<file path="src/rtl/uart_pkg.sv">
// Shared UART definitions: parity modes, rx state encoding and the 2-of-3 vote.
package uart_pkg;

   localparam int PAR_NONE = 0;
   localparam int PAR_ODD  = 1;
   localparam int PAR_EVEN = 2;

   typedef logic [2:0] rx_state_t;

   localparam rx_state_t ST_IDLE   = 3'd0;
   localparam rx_state_t ST_START  = 3'd1;
   localparam rx_state_t ST_DATA   = 3'd2;
   localparam rx_state_t ST_PARITY = 3'd3;
   localparam rx_state_t ST_STOP   = 3'd4;

   function automatic logic maj3(input logic a, input logic b, input logic c);
      return (a & b) | (a & c) | (b & c);
   endfunction

endpackage

</file>
<file path="src/rtl/uart_rx_sampler.sv">
// Line synchronizer plus mid-bit sampler: captures counts M-1 and M, votes with the live M+1 sample.
module uart_rx_sampler
   import uart_pkg::*;
#(
   parameter int OVERSAMPLE = 16
) (
   input  logic                          clk,
   input  logic                          reset,
   input  logic                          baud_tick,
   input  logic                          i_rx,
   input  logic [$clog2(OVERSAMPLE)-1:0] tick_cnt,
   output logic                          rx_sync,
   output logic                          bit_val
);

   localparam int CW = $clog2(OVERSAMPLE);
   localparam logic [CW-1:0] CNT_EARLY = CW'(OVERSAMPLE / 2 - 1);
   localparam logic [CW-1:0] CNT_MID   = CW'(OVERSAMPLE / 2);

   logic sync1_q, sync2_q;
   logic samp0_q, samp0_d;
   logic samp1_q, samp1_d;

   always_comb begin
      samp0_d = samp0_q;
      samp1_d = samp1_q;
      if (baud_tick && tick_cnt == CNT_EARLY) samp0_d = sync2_q;
      if (baud_tick && tick_cnt == CNT_MID)   samp1_d = sync2_q;
   end

   // Synchronizer and samples reset to 1 so a held-in-reset line looks idle.
   always_ff @(posedge clk or posedge reset) begin
      if (reset) begin
         sync1_q <= 1'b1;
         sync2_q <= 1'b1;
         samp0_q <= 1'b1;
         samp1_q <= 1'b1;
      end else begin
         sync1_q <= i_rx;
         sync2_q <= sync1_q;
         samp0_q <= samp0_d;
         samp1_q <= samp1_d;
      end
   end

   assign rx_sync = sync2_q;
   assign bit_val = maj3(samp0_q, samp1_q, sync2_q);

endmodule

</file>
<file path="src/rtl/uart_rx_cfg.sv">
// Configurable oversampling UART receiver with ready/valid output, error flags and overrun pulse.
module uart_rx_cfg
   import uart_pkg::*;
#(
   parameter int DATA_BITS  = 8,
   parameter int OVERSAMPLE = 16,
   parameter int PARITY     = 0,
   parameter int STOP_BITS  = 1
) (
   input  logic                 clk,
   input  logic                 reset,
   input  logic                 baud_tick,
   input  logic                 i_rx_data,
   output logic [DATA_BITS-1:0] o_rx_data,
   output logic                 o_rx_valid,
   input  logic                 i_rx_ready,
   output logic                 o_parity_err,
   output logic                 o_frame_err,
   output logic                 o_break,
   output logic                 o_overrun,
   output logic                 o_busy
);

   localparam int CW = $clog2(OVERSAMPLE);
   localparam int BW = $clog2(DATA_BITS + 1);
   localparam logic [CW-1:0] CNT_LAST = CW'(OVERSAMPLE - 1);
   localparam logic [CW-1:0] CNT_LATE = CW'(OVERSAMPLE / 2 + 1);

   rx_state_t              state_q, state_d;
   logic [CW-1:0]          cnt_q, cnt_d;
   logic [BW-1:0]          bit_cnt_q, bit_cnt_d;
   logic                   stop_cnt_q, stop_cnt_d;
   logic [DATA_BITS-1:0]   shift_q, shift_d;
   logic                   par_q, par_d;
   logic                   par_bit_q, par_bit_d;
   logic                   ferr_q, ferr_d;
   logic                   done_q, done_d;
   logic [DATA_BITS-1:0]   data_q, data_d;
   logic                   valid_q, valid_d;
   logic                   perr_q, perr_d;
   logic                   frerr_q, frerr_d;
   logic                   brk_q, brk_d;
   logic                   ovr_q, ovr_d;
   logic                   rx_sync, bit_val, sample_now, frame_perr;

   uart_rx_sampler #(.OVERSAMPLE(OVERSAMPLE)) u_sampler (
      .clk       (clk),
      .reset     (reset),
      .baud_tick (baud_tick),
      .i_rx      (i_rx_data),
      .tick_cnt  (cnt_q),
      .rx_sync   (rx_sync),
      .bit_val   (bit_val)
   );

   assign sample_now = baud_tick && cnt_q == CNT_LATE;
   assign frame_perr = (PARITY == PAR_ODD)  ? ~par_q :
                       (PARITY == PAR_EVEN) ?  par_q : 1'b0;

   // NOTE: every variable gets a default first so no path infers a latch.
   always_comb begin
      state_d    = state_q;
      cnt_d      = cnt_q;
      bit_cnt_d  = bit_cnt_q;
      stop_cnt_d = stop_cnt_q;
      shift_d    = shift_q;
      par_d      = par_q;
      par_bit_d  = par_bit_q;
      ferr_d     = ferr_q;
      done_d     = 1'b0;
      if (baud_tick) begin
         cnt_d = (cnt_q == CNT_LAST) ? '0 : cnt_q + 1'b1;
         case (state_q)
            ST_IDLE: begin
               cnt_d = '0;
               if (!rx_sync) begin
                  state_d    = ST_START;
                  bit_cnt_d  = '0;
                  stop_cnt_d = 1'b0;
                  par_d      = 1'b0;
                  par_bit_d  = 1'b0;
                  ferr_d     = 1'b0;
               end
            end
            ST_START: begin
               if (sample_now && bit_val) begin
                  state_d = ST_IDLE;
                  cnt_d   = '0;
               end else if (cnt_q == CNT_LAST) begin
                  state_d = ST_DATA;
               end
            end
            ST_DATA: begin
               if (sample_now) begin
                  shift_d   = {bit_val, shift_q[DATA_BITS-1:1]};
                  par_d     = par_q ^ bit_val;
                  bit_cnt_d = bit_cnt_q + 1'b1;
               end
               if (cnt_q == CNT_LAST && bit_cnt_q == BW'(DATA_BITS))
                  state_d = (PARITY == PAR_NONE) ? ST_STOP : ST_PARITY;
            end
            ST_PARITY: begin
               if (sample_now) begin
                  par_d     = par_q ^ bit_val;
                  par_bit_d = bit_val;
               end
               if (cnt_q == CNT_LAST) state_d = ST_STOP;
            end
            ST_STOP: begin
               if (sample_now) begin
                  if (!bit_val) ferr_d = 1'b1;
                  if (stop_cnt_q == 1'(STOP_BITS - 1)) begin
                     state_d = ST_IDLE;
                     cnt_d   = '0;
                     done_d  = 1'b1;
                  end
               end else if (cnt_q == CNT_LAST) begin
                  stop_cnt_d = 1'b1;
               end
            end
            default: state_d = ST_IDLE;
         endcase
      end
   end

   // Output stage: a completion is loaded if the slot is empty or being drained this clk.
   always_comb begin
      data_d  = data_q;
      valid_d = valid_q;
      perr_d  = perr_q;
      frerr_d = frerr_q;
      brk_d   = brk_q;
      ovr_d   = 1'b0;
      if (done_q) begin
         if (!valid_q || i_rx_ready) begin
            data_d  = shift_q;
            valid_d = 1'b1;
            perr_d  = frame_perr;
            frerr_d = ferr_q;
            brk_d   = (shift_q == '0) && !par_bit_q && ferr_q;
         end else begin
            ovr_d = 1'b1;
         end
      end else if (valid_q && i_rx_ready) begin
         valid_d = 1'b0;
      end
   end

   // NOTE: sequential state uses non-blocking assignments so all flops update from pre-edge values.
   always_ff @(posedge clk or posedge reset) begin
      if (reset) begin
         state_q    <= ST_IDLE;
         cnt_q      <= '0;
         bit_cnt_q  <= '0;
         stop_cnt_q <= 1'b0;
         shift_q    <= '0;
         par_q      <= 1'b0;
         par_bit_q  <= 1'b0;
         ferr_q     <= 1'b0;
         done_q     <= 1'b0;
         data_q     <= '0;
         valid_q    <= 1'b0;
         perr_q     <= 1'b0;
         frerr_q    <= 1'b0;
         brk_q      <= 1'b0;
         ovr_q      <= 1'b0;
      end else begin
         state_q    <= state_d;
         cnt_q      <= cnt_d;
         bit_cnt_q  <= bit_cnt_d;
         stop_cnt_q <= stop_cnt_d;
         shift_q    <= shift_d;
         par_q      <= par_d;
         par_bit_q  <= par_bit_d;
         ferr_q     <= ferr_d;
         done_q     <= done_d;
         data_q     <= data_d;
         valid_q    <= valid_d;
         perr_q     <= perr_d;
         frerr_q    <= frerr_d;
         brk_q      <= brk_d;
         ovr_q      <= ovr_d;
      end
   end

   assign o_rx_data    = data_q;
   assign o_rx_valid   = valid_q;
   assign o_parity_err = perr_q;
   assign o_frame_err  = frerr_q;
   assign o_break      = brk_q;
   assign o_overrun    = ovr_q;
   assign o_busy       = state_q != ST_IDLE;

endmodule

</file>
<file path="config.mk">
export PLATFORM = sky130hd
export DESIGN_NAME = uart_rx_cfg
export DESIGN_NICKNAME = d
export VERILOG_FILES = /design/src/rtl/uart_pkg.sv /design/src/rtl/uart_rx_sampler.sv /design/src/rtl/uart_rx_cfg.sv
export SDC_FILE = /design/constraint.sdc
export NUM_CORES = 1
export LEC_CHECK = 0
export CELL_PAD_IN_SITES_DETAIL_PLACEMENT = 2
export CELL_PAD_IN_SITES_GLOBAL_PLACEMENT = 2
export CORE_ASPECT_RATIO = 1.75
export CORE_MARGIN = 5
export CORE_UTILIZATION = 38
export DETAILED_ROUTE_END_ITERATION = 6
export PLACE_DENSITY = 0.81
export SYNTH_ARGS = -nofsm -noshare
export SYNTH_HDL_FRONTEND = slang
export SYNTH_SLANG_ARGS = --single-unit
</file>
<file path="constraint.sdc">
create_clock -name clk -period 1.9 [get_ports clk]
set_input_delay 0.38 -clock clk [delete_from_list [all_inputs] [get_ports clk]]
set_output_delay 0.38 -clock clk [all_outputs]
set_load 0.02 [all_outputs]
</file>
==> flow_metrics.tcl <==
set metrics [dict create \
    route.vias.total 1421 \
    viasPerCell 5.684 \
    grt_overflow 0 \
    cp.required_ns 1.52 \
    grt_pass1_wl_um 8431 \
    setup_violations 0 \
    dieArea_sq_mm 0.006602 \
    antenna_left 0 \
    p_leak_nw 1.066 \
    yosys-top-cells-area "dfrtp_1, mux2_2, dfstp_2" \
    p_per_area_mw_per_mm2 1049 \
    drt_iter0_drc 26 \
    yosysSeqAreaShare_pct 51.34 \
    slowest_delay_ns 0.43 \
    clock_skew_ns 0.008357 \
    cp-start-kind "flop" \
    post-route-util_pct 47.21 \
    final-hold-violation-count 0 \
    clockRootBuffer "clkbuf_8" \
    worstSetupPathType "flop to primary output" \
    place_hpwl_um 3872 \
    synth.avg_cell_area_sq_um 11.72 \
    arrival_ns 1.49 \
    dr.pass1.iters 3 \
    yosys_warnings 0 \
    critPathSlowestCell "dfrtp_1" \
    numCtsBuffers 5 \
    ys_ff_latch 39 \
    crit_chain "or3_4 -> dlygate4sd2_1" \
    outcome "finished, final reports clean" \
    worst_ir_drop_vdd_uv 692.8 \
    num_rows 34 \
    drc_errors 0 \
    cts_sinks 39 \
    antenna_found_initial 0 \
    setup_tns_ns 0 \
    syn-instance-count 163 \
    ctsLongestPathBuffers 2 \
    fin_crit_sh_pct 98.42 \
    grt_usage_pct 16.35 \
    synth_fp_nets 173 \
    area.growth.synth_to_final_pct 21.94 \
    place.gp.congestion 0.7921 \
    finalMaxSlewViolations 0 \
    cts_tree "done" \
    period_needed_ns 1.870 \
    layout.nets 205 \
    yosys.cell_types.count 46 \
    path_max_fanout 3 \
    fp.dieW_um 63.60 \
    fp.dieH_um 103.8 \
    hold_buffers 0 \
    grt_pass1_vias 1643 \
    fmax_mhz 534.8 \
    ioPinCount 19 \
    maxCapViolCount 0 \
    clk_pin_slew_ns 0.08 \
    wirelength_um 5335 \
    synth_top_cell_area_share_pct 45.84 \
    synth_top_area_cell "dfrtp_1" \
    start_util_pct 38.72 \
    endpoint_kind "primary output" \
    layout-drive-gt1-share_pct 30.61 \
    clk_latency_ns 0.29 \
    design.core.area_sq_mm 0.004935 \
    hold_class "flop to flop" \
    synth_flop_cell "dfrtp_1" \
    grt_start_max_net_pins 40 \
    synth_area_sq_mm 0.001911 \
    async_flop_share_pct 100.0 \
    port_buffers 17 \
    synth-edff-count 0 \
    n_antenna_cell 0 \
    post_drt_wl_per_cell_um 21.34 \
    h-tree-depth 2 \
]
-- power breakdown --
| part | leakage [nW] | total, mW | switching [mW] | internal [mW] |
|---|---|---|---|---|
| Sequential | 0.520 | 1.04 | 0.101 | 0.942 |
| Combinational | 0.484 | 0.673 | 0.388 | 0.285 |
| Clock | 0.0612 | 0.728 | 0.303 | 0.425 |
-- layout make-up --
cell class / instances / area, sq um
fill: 509 / 2605
sequential: 39 / 980.9
multi-input combinational: 102 / 805.8
timing repair buffer: 34 / 309.0
clock buffer: 6 / 82.58
tap: 54 / 67.56
inverter: 13 / 48.80
clock inverter: 2 / 35.03
-- path summary, 6_finish.rpt --
path / startpoint / end / slack [ns] / cells past startpoint
setup / recovery: state_q[0] / o_busy / 0.03 / 2
hold / removal: u_sampler.sync1_q / u_sampler.rx_sync / 0.36 / 0
setup reg to reg: cnt_q[0] / state_q[1] / 0.03 / 6
hold reg to reg: u_sampler.sync1_q / u_sampler.rx_sync / 0.36 / 0
max in group asynchronous: reset / u_sampler.samp1_q / 1.20 / 3
min in group asynchronous: reset / o_rx_valid / 0.45 / 3
-- placed cells by master, fill, tap and decap left out, types with 3 or more instances in the layout --
cell             instances
dfrtp_1                 35
mux2_2                  18
clkdlybuf4s50_1         16
buf_4                   16
inv_1                   12
nand2_1                 10
nor2_1                   9
nand3_1                  7
o21ai_0                  7
clkbuf_8                 6
ha_1                     4
dfstp_2                  4
nor4_1                   3
a31oi_1                  3
nor3_1                   3
nand4_1                  3
-- critical path, delay by kind of cell (launching register included) --
kind	cells	cell delay [ns]
DFF	1	0.43
and+or+nand+nor	1	0.42
buffers and inverters	1	0.34
-- state kept, by name (all words and copies together) (netlist names), 3 cells and up --
| signal | cells |
|---|---|
| state_q | 3 |
| bit_cnt_q | 4 |
| shift_q | 8 |
| cnt_q | 4 |
| o_rx_data | 8 |
-- cell families (layout without fill, tap and decap cells) --
group                    count (synthesis)  after routing  synth area share (%)
AO/OA/AOI/OAI                           23             23                 9.497
XOR/XNOR                                 2              2                0.9170
adder cells (fa/ha/maj)                  6              6                 3.798
buffers and inverters                   22             55                 7.662
flip-flops                              39             39                 51.34
multiplexers                            19             19                 11.13
other                                    1              1                0.1963
AND/OR/NAND/NOR                         51             51                 15.46
-- per-layer routing --
metal	share of wire, %	up-vias	track usage, %
met4	4.3	0	7.875
met5	0	-	0
met3	3.4	18	3.250
met1	32	727	14.87
li1	-	643	-
met2	60	33	32.27
-- timing repair --
item	in CTS	in global routing
resized for setup	1	6
pin swaps	0	2
cloned	0	0
setup buffers	0	3
setup endpoints to repair	1	5
endpoints found under the hold margin	0	0
-- synth_stat cells (2+ instances only) --
cell type  count
a41oi_1        2
inv_1         13
o21ai_0        7
or3b_1         2
nand4_1        3
nor3_1         3
clkbuf_8       3
nand2_1       10
a31oi_1        3
dfstp_2        4
nor3_2         2
nand3_1        8
ha_1           5
nand4b_1       2
buf_6          4
dfrtp_1       35
mux2_2        18
nor2_1         9
nor4_1         3
-- through the flow --
step,std cells,total power [mW],worst slack (ns),hold WS (ns),cell area [sq um]
6_report,250,2.444,0.03011,0.3635,2330
5_1_grt,250,2.576,-0.04263,0.3666,2330
4_1_cts,247,2.396,0.01859,0.3642,2285
3_5_place_dp,239,1.665,-0.1845,0.3528,2168
3_3_place_gp,239,1.602,-0.07765,0.3452,2168
2_1_floorplan,163,1.477,0.1883,0.3452,1911
(Power assumes the default switching activity.)
